**src/rtl/md_ctrl.sv**
```systemverilog
// md_ctrl: multiply/divide sequencer and HI/LO registers for the 5-stage MIPS core.
// Runs a 32-cycle shift-add multiply and a 32-cycle restoring divide, stalling EX meanwhile.
// Optional build macro MD_FAST_MUL_EN: mult/multu use a single-cycle combinational
// multiplier instead of the iterative one (divide is unaffected).
module md_ctrl #(
    parameter int unsigned DATA_W = 32,
    parameter int unsigned CNT_W  = 6
) (
    input  logic              clk,
    input  logic              rst,
    input  logic              start_en,
    input  logic [2:0]        op,
    input  logic [DATA_W-1:0] src_a,
    input  logic [DATA_W-1:0] src_b,
    input  logic              cancel,
    output logic [DATA_W-1:0] hi_o,
    output logic [DATA_W-1:0] lo_o,
    output logic              stallreq,
    output logic              busy,
    output logic              done
);

    localparam logic [2:0] OpMult  = 3'd0;
    localparam logic [2:0] OpMultu = 3'd1;
    localparam logic [2:0] OpDiv   = 3'd2;
    localparam logic [2:0] OpDivu  = 3'd3;
    localparam logic [2:0] OpMthi  = 3'd4;
    localparam logic [2:0] OpMtlo  = 3'd5;

    typedef enum logic [1:0] {StIdle, StBusy, StDone} state_t;

    state_t              r_state;
    logic [CNT_W-1:0]    r_cnt;
    logic [DATA_W-1:0]   r_hi;
    logic [DATA_W-1:0]   r_lo;
    // r_acc: partial remainder (div) or upper product half (mult)
    // r_q:   dividend shifting into quotient (div) or multiplier shifting into lower half (mult)
    // r_b:   divisor magnitude (div) or multiplicand magnitude (mult)
    logic [DATA_W-1:0]   r_acc;
    logic [DATA_W-1:0]   r_q;
    logic [DATA_W-1:0]   r_b;
    logic                r_is_div;
    logic                r_neg_q;
    logic                r_neg_r;

    logic                w_is_mul;
    logic                w_is_div;
    logic                w_signed;
    logic                w_fast_mul;
    logic [DATA_W-1:0]   w_abs_a;
    logic [DATA_W-1:0]   w_abs_b;
    logic [DATA_W:0]     w_shift;
    logic [DATA_W:0]     w_sub;
    logic                w_div_ok;
    logic [DATA_W-1:0]   w_rem_nxt;
    logic [DATA_W-1:0]   w_quo_nxt;
    logic [DATA_W:0]     w_madd;
    logic [DATA_W-1:0]   w_mhi_nxt;
    logic [DATA_W-1:0]   w_mlo_nxt;
    logic [2*DATA_W-1:0] w_prod;
    logic [2*DATA_W-1:0] w_prod_s;
    logic [DATA_W-1:0]   w_quo_s;
    logic [DATA_W-1:0]   w_rem_s;
    logic [DATA_W-1:0]   w_res_hi;
    logic [DATA_W-1:0]   w_res_lo;
    logic [2*DATA_W-1:0] w_fast_prod;

    assign w_is_mul = (op == OpMult) || (op == OpMultu);
    assign w_is_div = (op == OpDiv) || (op == OpDivu);
    assign w_signed = (op == OpMult) || (op == OpDiv);

    assign w_abs_a = (w_signed && src_a[DATA_W-1]) ? ('0 - src_a) : src_a;
    assign w_abs_b = (w_signed && src_b[DATA_W-1]) ? ('0 - src_b) : src_b;

`ifdef MD_FAST_MUL_EN
    logic [2*DATA_W-1:0] w_ext_a;
    logic [2*DATA_W-1:0] w_ext_b;
    // Sign/zero extension to full width makes the truncated product correct for both forms
    assign w_ext_a     = {{DATA_W{w_signed & src_a[DATA_W-1]}}, src_a};
    assign w_ext_b     = {{DATA_W{w_signed & src_b[DATA_W-1]}}, src_b};
    assign w_fast_prod = w_ext_a * w_ext_b;
    assign w_fast_mul  = w_is_mul;
`else
    assign w_fast_prod = '0;
    assign w_fast_mul  = 1'b0;
`endif

    // Restoring divide step: a nonnegative trial difference is always below the divisor,
    // so the top bit of the difference is a clean borrow flag.
    assign w_shift   = {r_acc, r_q[DATA_W-1]};
    assign w_sub     = w_shift - {1'b0, r_b};
    assign w_div_ok  = ~w_sub[DATA_W];
    assign w_rem_nxt = w_div_ok ? w_sub[DATA_W-1:0] : w_shift[DATA_W-1:0];
    assign w_quo_nxt = {r_q[DATA_W-2:0], w_div_ok};

    // Shift-add multiply step: add multiplicand on LSB, then shift the 65-bit pair right
    assign w_madd    = {1'b0, r_acc} + (r_q[0] ? {1'b0, r_b} : '0);
    assign w_mhi_nxt = w_madd[DATA_W:1];
    assign w_mlo_nxt = {w_madd[0], r_q[DATA_W-1:1]};

    assign w_prod   = {w_mhi_nxt, w_mlo_nxt};
    assign w_prod_s = r_neg_q ? ('0 - w_prod) : w_prod;
    assign w_quo_s  = r_neg_q ? ('0 - w_quo_nxt) : w_quo_nxt;
    assign w_rem_s  = r_neg_r ? ('0 - w_rem_nxt) : w_rem_nxt;
    assign w_res_hi = r_is_div ? w_rem_s : w_prod_s[2*DATA_W-1:DATA_W];
    assign w_res_lo = r_is_div ? w_quo_s : w_prod_s[DATA_W-1:0];

    // Stall/handshake outputs; the stall must rise in the issue cycle itself
    always_comb begin
        stallreq = 1'b0;
        busy     = 1'b0;
        done     = 1'b0;
        if (!rst) begin
            busy = (r_state == StBusy);
            if (!cancel) begin
                stallreq = (r_state == StBusy) ||
                           ((r_state == StIdle) && start_en &&
                            (w_is_div || (w_is_mul && !w_fast_mul)));
                done     = (r_state == StDone) ||
                           ((r_state == StIdle) && start_en && w_is_mul && w_fast_mul);
            end
        end
    end

    assign hi_o = rst ? '0 : r_hi;
    assign lo_o = rst ? '0 : r_lo;

    // Sequencer FSM with HI/LO and iteration datapath
    always_ff @(posedge clk) begin
        if (rst) begin
            r_state  <= StIdle;
            r_cnt    <= '0;
            r_hi     <= '0;
            r_lo     <= '0;
            r_acc    <= '0;
            r_q      <= '0;
            r_b      <= '0;
            r_is_div <= 1'b0;
            r_neg_q  <= 1'b0;
            r_neg_r  <= 1'b0;
        end else if (cancel) begin
            r_state <= StIdle;
            r_cnt   <= '0;
        end else begin
            case (r_state)
                StIdle: begin
                    if (start_en) begin
                        if (op == OpMthi) begin
                            r_hi <= src_a;
                        end else if (op == OpMtlo) begin
                            r_lo <= src_a;
                        end else if (w_is_mul && w_fast_mul) begin
                            r_hi <= w_fast_prod[2*DATA_W-1:DATA_W];
                            r_lo <= w_fast_prod[DATA_W-1:0];
                        end else if (w_is_div && (src_b == '0)) begin
                            // Divide by zero: defined result, no iterations
                            r_hi    <= src_a;
                            r_lo    <= '1;
                            r_state <= StDone;
                        end else if (w_is_mul || w_is_div) begin
                            r_acc    <= '0;
                            r_q      <= w_is_div ? w_abs_a : w_abs_b;
                            r_b      <= w_is_div ? w_abs_b : w_abs_a;
                            r_is_div <= w_is_div;
                            r_neg_q  <= w_signed & (src_a[DATA_W-1] ^ src_b[DATA_W-1]);
                            r_neg_r  <= w_signed & src_a[DATA_W-1];
                            r_cnt    <= '0;
                            r_state  <= StBusy;
                        end
                    end
                end
                StBusy: begin
                    r_acc <= r_is_div ? w_rem_nxt : w_mhi_nxt;
                    r_q   <= r_is_div ? w_quo_nxt : w_mlo_nxt;
                    r_cnt <= r_cnt + CNT_W'(1);
                    if (r_cnt == CNT_W'(DATA_W - 1)) begin
                        r_hi    <= w_res_hi;
                        r_lo    <= w_res_lo;
                        r_cnt   <= '0;
                        r_state <= StDone;
                    end
                end
                StDone: begin
                    // start_en deliberately ignored so the stalled instruction cannot reissue
                    r_state <= StIdle;
                end
                default: begin
                    r_state <= StIdle;
                end
            endcase
        end
    end

endmodule

```
**config.mk**
```make
export PLATFORM = sky130hd
export DESIGN_NAME = md_ctrl
export DESIGN_NICKNAME = d
export VERILOG_FILES = /design/src/rtl/md_ctrl.sv
export SDC_FILE = /design/constraint.sdc
export NUM_CORES = 1
export LEC_CHECK = 0
export CAP_MARGIN = 30
export CELL_PAD_IN_SITES_DETAIL_PLACEMENT = 0
export CELL_PAD_IN_SITES_GLOBAL_PLACEMENT = 1
export CORE_ASPECT_RATIO = 0.75
export CORE_MARGIN = 1
export CORE_UTILIZATION = 35
export DETAILED_ROUTE_END_ITERATION = 10
export PLACE_DENSITY = 0.72
export SYNTH_ARGS = -nofsm -noshare
export SYNTH_HDL_FRONTEND = slang
export SYNTH_SLANG_ARGS = --single-unit
export TNS_END_PERCENT = 100
```
**constraint.sdc**
```tcl
create_clock -name clk -period 5.6 [get_ports clk]
set_input_delay 1.68 -clock clk [delete_from_list [all_inputs] [get_ports clk]]
set_output_delay 1.68 -clock clk [all_outputs]
set_load 0.1 [all_outputs]
```
==> results of run 1 <==
worst max-delay path by stage:
stage / startpoint / to / slack [ps] / depth (start not counted)
2_1_floorplan: r_q[31] / r_hi[30] / 260 / 23
3_3_place_gp: src_b[15] / r_lo[0] / -230 / 14
3_5_place_dp: src_b[15] / r_lo[29] / -290 / 12
4_1_cts: r_q[31] / r_hi[30] / 160 / 23
5_1_grt: r_q[31] / r_hi[30] / -4 / 24
6_report: src_b[15] / r_lo[25] / 260 / 12
registers in the layout (all words and copies together) (netlist names):
| name | count |
|---|---|
| r_acc | 32 |
| r_b | 32 |
| r_hi | 32 |
| r_lo | 32 |
| r_q | 32 |
| r_cnt | 6 |
| r_state | 2 |
| r_is_div | 1 |
| r_neg_q | 1 |
| r_neg_r | 1 |
critical path, stage by stage:
cell and delay, ps:
clkdlybuf4s50_1 460, or4_1 590, or4_1 480, nor3_2 310
nand2_1 210, nor4_1 480, buf_4 210, or3_1 280
buf_4 190, o21ai_4 60, buf_4 300, o41ai_1 430
cells by family (layout without fill, tap and decap cells):
| logic type | after synthesis | in the layout |
|---|---|---|
| compound gates | 799 | 799 |
| xor+xnor | 206 | 206 |
| fa+ha+maj | 72 | 72 |
| buf+inv | 265 | 376 |
| flops | 171 | 171 |
| mux | 66 | 66 |
| simple gates | 1048 | 1048 |
Yosys cell counts, types with 14 or more instances:
| cell | count |
|---|---|
| clkbuf_1 | 162 |
| buf_1 | 14 |
| nor3_1 | 72 |
| xor2_1 | 92 |
| a21boi_0 | 21 |
| nor2b_1 | 74 |
| o21a_1 | 22 |
| o31ai_1 | 42 |
| or3_1 | 33 |
| a31oi_1 | 19 |
| mux2i_1 | 57 |
| nor4_1 | 16 |
| nand3_1 | 64 |
| a311oi_1 | 30 |
| o41ai_1 | 35 |
| xnor2_1 | 114 |
| o21ai_0 | 165 |
| o211ai_1 | 45 |
| nor2_1 | 296 |
| and2_1 | 20 |
| dfxtp_1 | 171 |
| a22oi_1 | 23 |
| nand2_1 | 368 |
| a21oi_1 | 209 |
| nand4_1 | 16 |
| ha_1 | 70 |
| inv_1 | 69 |
| a211oi_1 | 54 |
| and3_1 | 15 |
| o221ai_1 | 16 |
| a21o_1 | 21 |
layout make-up:
class	instances	area, µm²	share of cell area, %
multi-input cells	2191	13600	64.7
clock buffers	17	425	2.02
repair buffers	274	2320	11.0
well taps	657	822	3.91
flip-flops and latches	171	3430	16.3
clock inverters	15	169	0.802
inverters	70	263	1.25
per-stage QoR:
stage / TNS [ps] / hold slack [ps] / std cells / cell area, µm²
after global routing: -4.41 / 477 / 3395 / 21000
final: 0 / 450 / 3395 / 21000
after floorplan: 0 / 427 / 2627 / 18000
after global placement: -6670 / 443 / 3359 / 20400
after CTS: 0 / 451 / 3392 / 21000
after detailed placement: -8760 / 442 / 3360 / 20400
power by group through the flow:
stage / clock network, W / registers, W / logic, W
after floorplan: 0 / 0.00130 / 0.000855
after global placement: 0 / 0.00134 / 0.00133
after detailed placement: 0 / 0.00134 / 0.00133
after CTS: 0.00127 / 0.00131 / 0.00133
after global routing: 0.00131 / 0.00132 / 0.00147
final: 0.00126 / 0.00132 / 0.00139
layer usage:
metal / vias up / track usage [%] / share of wire [%]
li1: 9650 / - / -
met1: 10200 / 49.7 / 49
met5: - / 0 / 0
met3: 83 / 7.86 / 12
met2: 1086 / 41.3 / 38
met4: 0 / 6.16 / 1.7
what timing repair did:
action	4_1_cts	5_1_grt
hold buffers	0	0
setup endpoints to repair	0	24
setup buffers	0	1
gates resized for setup	0	5
==> run_results.csv, run 1 <==
group,metric,value,unit
run_status,status,"finished, final reports clean",
finish,layout-drive-gt1-share,11.0,%
sta,finalCritPeriodShare,95.3,%
power_and_ir_drop,p_per_area,188,nW/µm²
sta,max_clock_freq,0.187,GHz
drt,drc,0,
synth,synth_top_family_by_area,"compound AO/OA/AOI/OAI gates",
clocking,cts_buffers,17,
sta,setup_slack,261,ps
power_and_ir_drop,p_seq_share,33.2,%
drt,drt-pass1-iter-count,5,
synth,yosys-top-cells-area,"dfxtp_1, nand2_1, nor2_1",
synth,muxShareOfSynthArea,3.73,%
drt,post_drt_wl_per_cell,24.9,µm
drt,drt_iter0_drc,3141,
setup_path,crit_path_end_kind,"flip-flop",
sta,hold_viol,0,
drt,viasPerCell,6.18,
setup_path,critPathKind,"in2reg",
placement,portBuffers,137,
synth,ys_ff_latch,171,
floorplan,die_area,52400,µm²
drt,wl,84500,µm
grt,grt_max_degree,151,
setup_path,startpoint_type,"primary input",
min_path,hold_start,"r_lo[12]",
finish,syn_to_final_growth,16.9,%
power_and_ir_drop,clkPwrFrac,31.8,%
grt,grt_first_pass_wirelength,124000,µm
drt,postRouteAntennaNets,0,
power_and_ir_drop,p_switching,0.00165,W
finish,mostFrequentLayoutCells,"nand2_1, nor2_1, a21oi_1, buf_4, dfxtp_1",
floorplan,start_util,35.7,%
synth,syn_area,18000,µm²
run,cap_violations,0,
finish,fin_util,41.7,%
floorplan,die_w,264,µm
finish,layout_commonest_cell,"nand2_1",
synth,yosys.area.top_type,"dfxtp_1",
finish,layout.nets,2868,
grt,antenna_found_initial,1,
sta,setup_viol,0,
grt,gr-usage-all-layers,31.4,%
synth,yosys_warnings,0,
synth,synth_fa_ha_area_share,5.09,%
power_and_ir_drop,internal-power,0.00232,W
clocking,clock_latency,470,ps
synth,netlist_instances,2627,
synth,syn_area_per_cell,6.85,µm²
floorplan,die_y,198,µm
synth,synth_compound_area_share,29.3,%
clocking,htreeDepth,4,
setup_path,reg2reg_from,"r_q[0]",
synth,ys.flop_type,"dfxtp_1",
setup_path,r2r_slack,280,ps
synth,synth-edff-count,0,
setup_path,ff2ff_path_depth,15,
synth,synth-async-reset-ratio,0,%
synth,synth_simple_gate_area_share,27.0,%
floorplan,core,50500,µm²
power_and_ir_drop,worst_ir_drop_vdd,195,µV
min_path,hp-class,"reg2reg",
synth,synth.distinct_cells,92,
power_and_ir_drop,leakage,7.98,nW
setup_path,reg2reg_to,"r_hi[28]",
power_and_ir_drop,pwr-share-comb,35.0,%
placement,dp_slack,-290,ps
clocking,root_buffer,"clkbuf_16",
finish,fillCellCount,5263,
sta,worst_pin_slew,1030,ps
floorplan,rows,71,
clocking,cts_tree,"done",
finish,diodes,0,
placement,dp_hpwl,66400,µm
floorplan,io_pins,138,
power_and_ir_drop,total_power,0.00397,W
setup_path,critical_path_arrival,5700,ps
min_path,whs_path_depth,2,
sta,fin_skew,17.4,ps
sta,slew_violations,0,
setup_path,path_max_fanout,54,
synth,yosysTopAreaCellShare,19.0,%
grt,first_global_vias,18500,
clocking,clk_pin_slew,80,ps
power_and_ir_drop,swShare,41.5,%
clocking,clock_path_buffers,2,
synth,synth-xor-area-share,10.0,%
synth,seq_area_frac_synth,19.0,%
placement,place_congestion,1.00,
sta,slew_headroom,31.2,%
synth,synth_nets,2770,
min_path,hold_end,"r_lo[12]",
setup_path,required,5960,ps
grt,gr-total-overflow,0,
clocking,cts.sinks,171,
drt,vias,21000,
sta,layout_min_cycle_time,5340,ps
Note: power is estimated with default switching activity, not from simulation.
==> run 2, diff against run 1 <==
--- a/config.mk
+++ b/config.mk
@@ -5,14 +5,13 @@
 export SDC_FILE = /design/constraint.sdc
 export NUM_CORES = 1
 export LEC_CHECK = 0
-export CAP_MARGIN = 30
 export CELL_PAD_IN_SITES_DETAIL_PLACEMENT = 0
 export CELL_PAD_IN_SITES_GLOBAL_PLACEMENT = 1
 export CORE_ASPECT_RATIO = 0.75
 export CORE_MARGIN = 1
 export CORE_UTILIZATION = 35
 export DETAILED_ROUTE_END_ITERATION = 10
-export PLACE_DENSITY = 0.72
+export PLACE_DENSITY = 0.69
 export SYNTH_ARGS = -nofsm -noshare
 export SYNTH_HDL_FRONTEND = slang
 export SYNTH_SLANG_ARGS = --single-unit
==> constraint.sdc (replaced) <==
create_clock -name clk -period 5.79 [get_ports clk]
set_input_delay 1.737 -clock clk [delete_from_list [all_inputs] [get_ports clk]]
set_output_delay 1.737 -clock clk [all_outputs]
set_load 0.1 [all_outputs]
==> run 2 against run 1 <==
Against the previous run:
- worst setup slack worse by 39 ps
- critical path depth is 1 lower
- via count is 1.2% lower
- critical endpoint is now r_q[25]
- largest power group unchanged
==> run_results.csv, run 2 (synthesized netlist as in run 1, its figures left out) <==
group,metric,value,unit
run_status,status,"finished, final reports clean",
setup_path,reg2reg_to,"r_hi[30]",
floorplan,die_area,52400,µm²
sta,slew_headroom,9.86,%
finish,layout_commonest_cell,"nand2_1",
finish,syn_to_final_growth,15.6,%
sta,hold_viol,0,
drt,vias,20700,
setup_path,startpoint_type,"primary input",
clocking,cts_setup_buffers,0,
floorplan,io_pins,138,
sta,slew_violations,0,
floorplan,start_util,35.7,%
power_and_ir_drop,leakage,7.84,nW
setup_path,critPathKind,"in2reg",
finish,multi_input_area,13600,µm²
drt,post_drt_wl_per_cell,25.2,µm
sta,worst_pin_slew,1340,ps
finish,layout.nets,2839,
setup_path,reg2reg_from,"r_b[25]",
clocking,clk_pin_slew,70,ps
sta,max_clock_freq,0.180,GHz
power_and_ir_drop,p_per_area,186,nW/µm²
setup_path,critPathSlowestCell,"nor4_1",
finish,fillCellCount,5347,
drt,viasPerCell,6.16,
clocking,post_cts_resized,0,
run,cap_violations,0,
setup_path,required,6130,ps
sta,worst_hold_slack,456,ps
clocking,ctsHoldBuffers,0,
clocking,clock_path_buffers,2,
placement,portBuffers,137,
min_path,hp-class,"reg2reg",
floorplan,die_y,198,µm
drt,drt_iter0_drc,2610,
setup_path,critPathCapture,"r_q[25]",
power_and_ir_drop,worst_ir_drop_vdd,154,µV
setup_path,path_max_fanout,5,
clocking,cts_tree,"done",
grt,antenna_found_initial,0,
sta,setup_viol,0,
setup_path,crit_top_cell,"nand2_1",
placement,place_congestion,1.01,
setup_path,r2r_slack,310,ps
setup_path,crit_path_end_kind,"flip-flop",
setup_path,crit_path_start,"src_a[5]",
grt,grt_max_degree,77,
setup_path,ff2ff_path_depth,19,
clocking,cts_buffers,17,
floorplan,core,50500,µm²
clocking,root_buffer,"clkbuf_16",
finish,mostFrequentLayoutCells,"nand2_1, nor2_1, a21oi_1, buf_4, dfxtp_1",
grt,grt_first_pass_wirelength,124000,µm
grt,gr-total-overflow,0,
drt,wl,84900,µm
grt,first_global_vias,18400,
grt,gr-usage-all-layers,31.5,%
finish,layout-drive-gt1-share,9.97,%
setup_path,path_cells,"clkdlybuf4s50_1, nor4_1, and2_1, nand3_1, nor2_1, nand2_1, o21ai_0, xor2_1, nand2_1, a311oi_1, nor3_1",
clocking,cts.sinks,171,
drt,drc,0,
sta,finalCritPeriodShare,96.2,%
placement,dp_hpwl,67200,µm
setup_path,critical-path-max-stage-delay,1130,ps
finish,diodes,0,
floorplan,rows,71,
finish,fin_util,41.2,%
drt,drt-pass1-iter-count,7,
clocking,clock_latency,470,ps
sta,fin_skew,17.3,ps
clocking,htreeDepth,4,
min_path,whs_path_depth,2,
sta,layout_min_cycle_time,5570,ps
finish,seq_area,3430,µm²
floorplan,die_w,264,µm
drt,postRouteAntennaNets,0,
setup_path,critical_path_arrival,5910,ps
-- run 2: cell types whose count changed in the layout (fill, tap and decap cells not counted), sizes merged --
cell    previous run  this run
inv               76        78
buf              203       176
clkinv             7         4
bufinv             0         1
clkbuf            19        17
-- run 2: cell type report --
cell class,count,share of cell area (%)
clock buffer,17,2.04
inverter,70,1.26
sequential,171,16.5
multi-input combinational,2191,65.4
tap,657,3.95
timing repair buffer,245,10.0
clock inverter,15,0.854
-- run 2: routing by layer --
| metal | up-vias | wire length (µm) | track usage (%) |
|---|---|---|---|
| met5 | - | 0 | 0 |
| met2 | 1056 | 31900 | 41.5 |
| li1 | 9611 | - | - |
| met3 | 80 | 9070 | 6.51 |
| met1 | 9984 | 42500 | 50.6 |
| met4 | 0 | 1420 | 6.37 |
-- run 2: worst min path at each step --
stage,from,endpoint,slack [ps]
4_1_cts,r_b[13],r_b[13],460
6_report,r_b[7],r_b[7],460
3_3_place_gp,r_b[14],r_b[14],440
5_1_grt,r_b[11],r_b[11],470
3_5_place_dp,r_b[5],r_b[5],450
2_1_floorplan,r_lo[10],r_lo[10],430
-- run 2: worst max-delay path, delay by kind of cell --
family | cells | cell delay [ps]
buffers and inverters | 1 | 520
AO/OA/AOI/OAI | 2 | 590
XOR/XNOR | 1 | 480
AND/OR/NAND/NOR | 7 | 2560
-- run 2: stage by stage --
| step | setup TNS [ps] | area, µm² | worst slack (ps) | total power [W] | cells |
|---|---|---|---|---|---|
| 3_3_place_gp | -1270 | 20200 | -151 | 0.00257 | 3334 |
| 5_1_grt | -22.3 | 20800 | -22.3 | 0.00399 | 3366 |
| 6_report | 0 | 20800 | 222 | 0.00386 | 3366 |
| 3_5_place_dp | -1740 | 20200 | -161 | 0.00257 | 3334 |
| 2_1_floorplan | 0 | 18000 | 450 | 0.00208 | 2627 |
| 4_1_cts | 0 | 20800 | 214 | 0.00382 | 3366 |
-- run 2: power by group --
part           internal (W)  switching [W]  total [W]
Clock              0.000621       0.000640    0.00126
Combinational      0.000433       0.000894    0.00133
Sequential          0.00121      0.0000603    0.00127
==> run 3, diff against run 2 <==
--- a/config.mk
+++ b/config.mk
@@ -10,8 +10,10 @@
 export CORE_ASPECT_RATIO = 0.75
 export CORE_MARGIN = 1
 export CORE_UTILIZATION = 35
+export CTS_BUF_LIST = sky130_fd_sc_hd__clkbuf_4 sky130_fd_sc_hd__clkbuf_8
 export DETAILED_ROUTE_END_ITERATION = 10
 export PLACE_DENSITY = 0.69
+export SLEW_MARGIN = 5
 export SYNTH_ARGS = -nofsm -noshare
 export SYNTH_HDL_FRONTEND = slang
 export SYNTH_SLANG_ARGS = --single-unit
==> run 3 against run 2 <==
Against the previous run:
- total power fell by 7.5%
- routed wire length is 0.31% lower
- clock power decreased by 23%
- design area shrank 0.91%
- non-clock buffer count unchanged
- flip-flop and latch count did not move
- hold slack gained 4.0 ps
- global-route usage about the same
==> run_results.csv, run 3 (synthesized netlist as in run 1, its figures left out) <==
group,metric,value,unit
run_status,status,"finished, final reports clean",
setup_path,crit_path_end_kind,"flip-flop",
floorplan,die_y,198,µm
grt,grt_first_pass_wirelength,124000,µm
setup_path,crit_top_cell,"nand2_1",
finish,layout.nets,2839,
clocking,cts_tree,"done",
setup_path,required,6190,ps
sta,slew_headroom,7.83,%
sta,worst_hold_slack,460,ps
grt,gr-total-overflow,0,
power_and_ir_drop,worst_ir_drop_vdd,118,µV
setup_path,critical_path_arrival,5940,ps
sta,worst_pin_slew,1370,ps
finish,fin_util,40.9,%
min_path,hold_start,"r_b[7]",
finish,layout-drive-gt1-share,9.97,%
floorplan,io_pins,138,
placement,dp_hpwl,67200,µm
drt,viasPerCell,6.11,
floorplan,core,50500,µm²
floorplan,die_area,52400,µm²
power_and_ir_drop,p_per_area,173,nW/µm²
power_and_ir_drop,swShare,43.6,%
grt,antenna_found_initial,0,
power_and_ir_drop,clkPwrFrac,27.2,%
setup_path,critPathKind,"in2reg",
grt,grt_max_degree,77,
clocking,root_buffer,"clkbuf_8",
drt,wl,84600,µm
setup_path,path_max_fanout,5,
drt,drc,0,
clocking,clock_path_buffers,2,
finish,layout_commonest_cell,"nand2_1",
setup_path,r2r_slack,290,ps
power_and_ir_drop,leakage,7.76,nW
floorplan,rows,71,
power_and_ir_drop,p_seq_share,35.7,%
finish,mostFrequentLayoutCells,"nand2_1, nor2_1, a21oi_1, buf_4, dfxtp_1",
drt,drt_iter0_drc,2496,
clocking,post_cts_resized,0,
power_and_ir_drop,internal-power,0.00201,W
grt,gr-usage-all-layers,31.5,%
floorplan,start_util,35.7,%
clocking,cts_buffers,17,
power_and_ir_drop,p_switching,0.00156,W
sta,finalCritPeriodShare,95.7,%
power_and_ir_drop,total_power,0.00357,W
setup_path,critical-path-max-stage-delay,1170,ps
sta,slew_violations,0,
sta,layout_min_cycle_time,5540,ps
placement,portBuffers,137,
setup_path,critPathSlowestCell,"nor4_1",
sta,setup_viol,0,
sta,hold_viol,0,
sta,finalSetupTns,0,ps
drt,drt-pass1-iter-count,6,
sta,fin_skew,32.3,ps
drt,vias,20600,
clocking,cts.sinks,171,
drt,postRouteAntennaNets,0,
min_path,hp-class,"reg2reg",
setup_path,path_cells,"clkdlybuf4s50_1, nor4_1, and2_1, nand3_1, nor2_1, nand2_1, o21ai_0, xor2_1, nand2_1, a311oi_1, nor3_1",
clocking,htreeDepth,4,
setup_path,startpoint_type,"primary input",
sta,max_clock_freq,0.180,GHz
setup_path,crit_path_start,"src_a[6]",
setup_path,reg2reg_from,"r_b[25]",
clocking,clock_latency,540,ps
power_and_ir_drop,pwr-share-comb,37.1,%
clocking,clk_pin_slew,100,ps
run,cap_violations,0,
placement,place_congestion,1.01,
finish,syn_to_final_growth,14.5,%
drt,post_drt_wl_per_cell,25.1,µm
grt,first_global_vias,18400,
clocking,ctsHoldBuffers,0,
clocking,cts_setup_buffers,0,
floorplan,die_w,264,µm
-- run 3: changes by cell type in the layout (fill, tap and decap cells not counted), sizes merged --
cell   before  now
diode       0    1
-- run 3: power groups by stage --
stage          sequential, W  clock, W  combinational (W)
3_5_place_dp         0.00130         0            0.00127
4_1_cts              0.00127  0.000978            0.00128
6_report             0.00128  0.000972            0.00133
5_1_grt              0.00128   0.00102            0.00140
3_3_place_gp         0.00130         0            0.00127
2_1_floorplan        0.00126         0           0.000827
-- run 3: layout make-up --
class | instances | area, µm²
Multi-Input combinational cell | 2191 | 13600
Clock inverter | 15 | 178
Antenna cell | 1 | 2.50
Inverter | 70 | 263
Fill cell | 5368 | 29800
Clock buffer | 17 | 234
Timing Repair Buffer | 245 | 2090
Tap cell | 657 | 822
Sequential cell | 171 | 3430
-- run 3: critical path: cells and delay by family --
family	cells	cell delay, ps
AO/OA/AOI/OAI	2	550
XOR/XNOR	1	550
buffers and inverters	1	510
AND/OR/NAND/NOR	7	2600
-- run 3: path summary, 6_finish.rpt --
path,to,cells after the start
max,r_q[23],11
min reg2reg,r_b[7],2
min,r_b[7],2
max reg2reg,r_hi[30],21
-- run 3: stage by stage --
step                area (µm²)  worst slack, ps  cells
global placement         20200             -151   3334
detailed placement       20200             -161   3334
CTS                      20600              226   3366
finish                   20600              247   3367
global route             20600            -10.6   3366
floorplan                18000              450   2627
-- run 3: routing by layer --
metal / global-route usage, % / up-vias / part of all wire (%)
met5: 0 / - / 0
met4: 7.21 / 0 / 2.0
met1: 50.4 / 9905 / 50
li1: - / 9607 / -
met3: 6.78 / 97 / 10
met2: 41.1 / 965 / 37
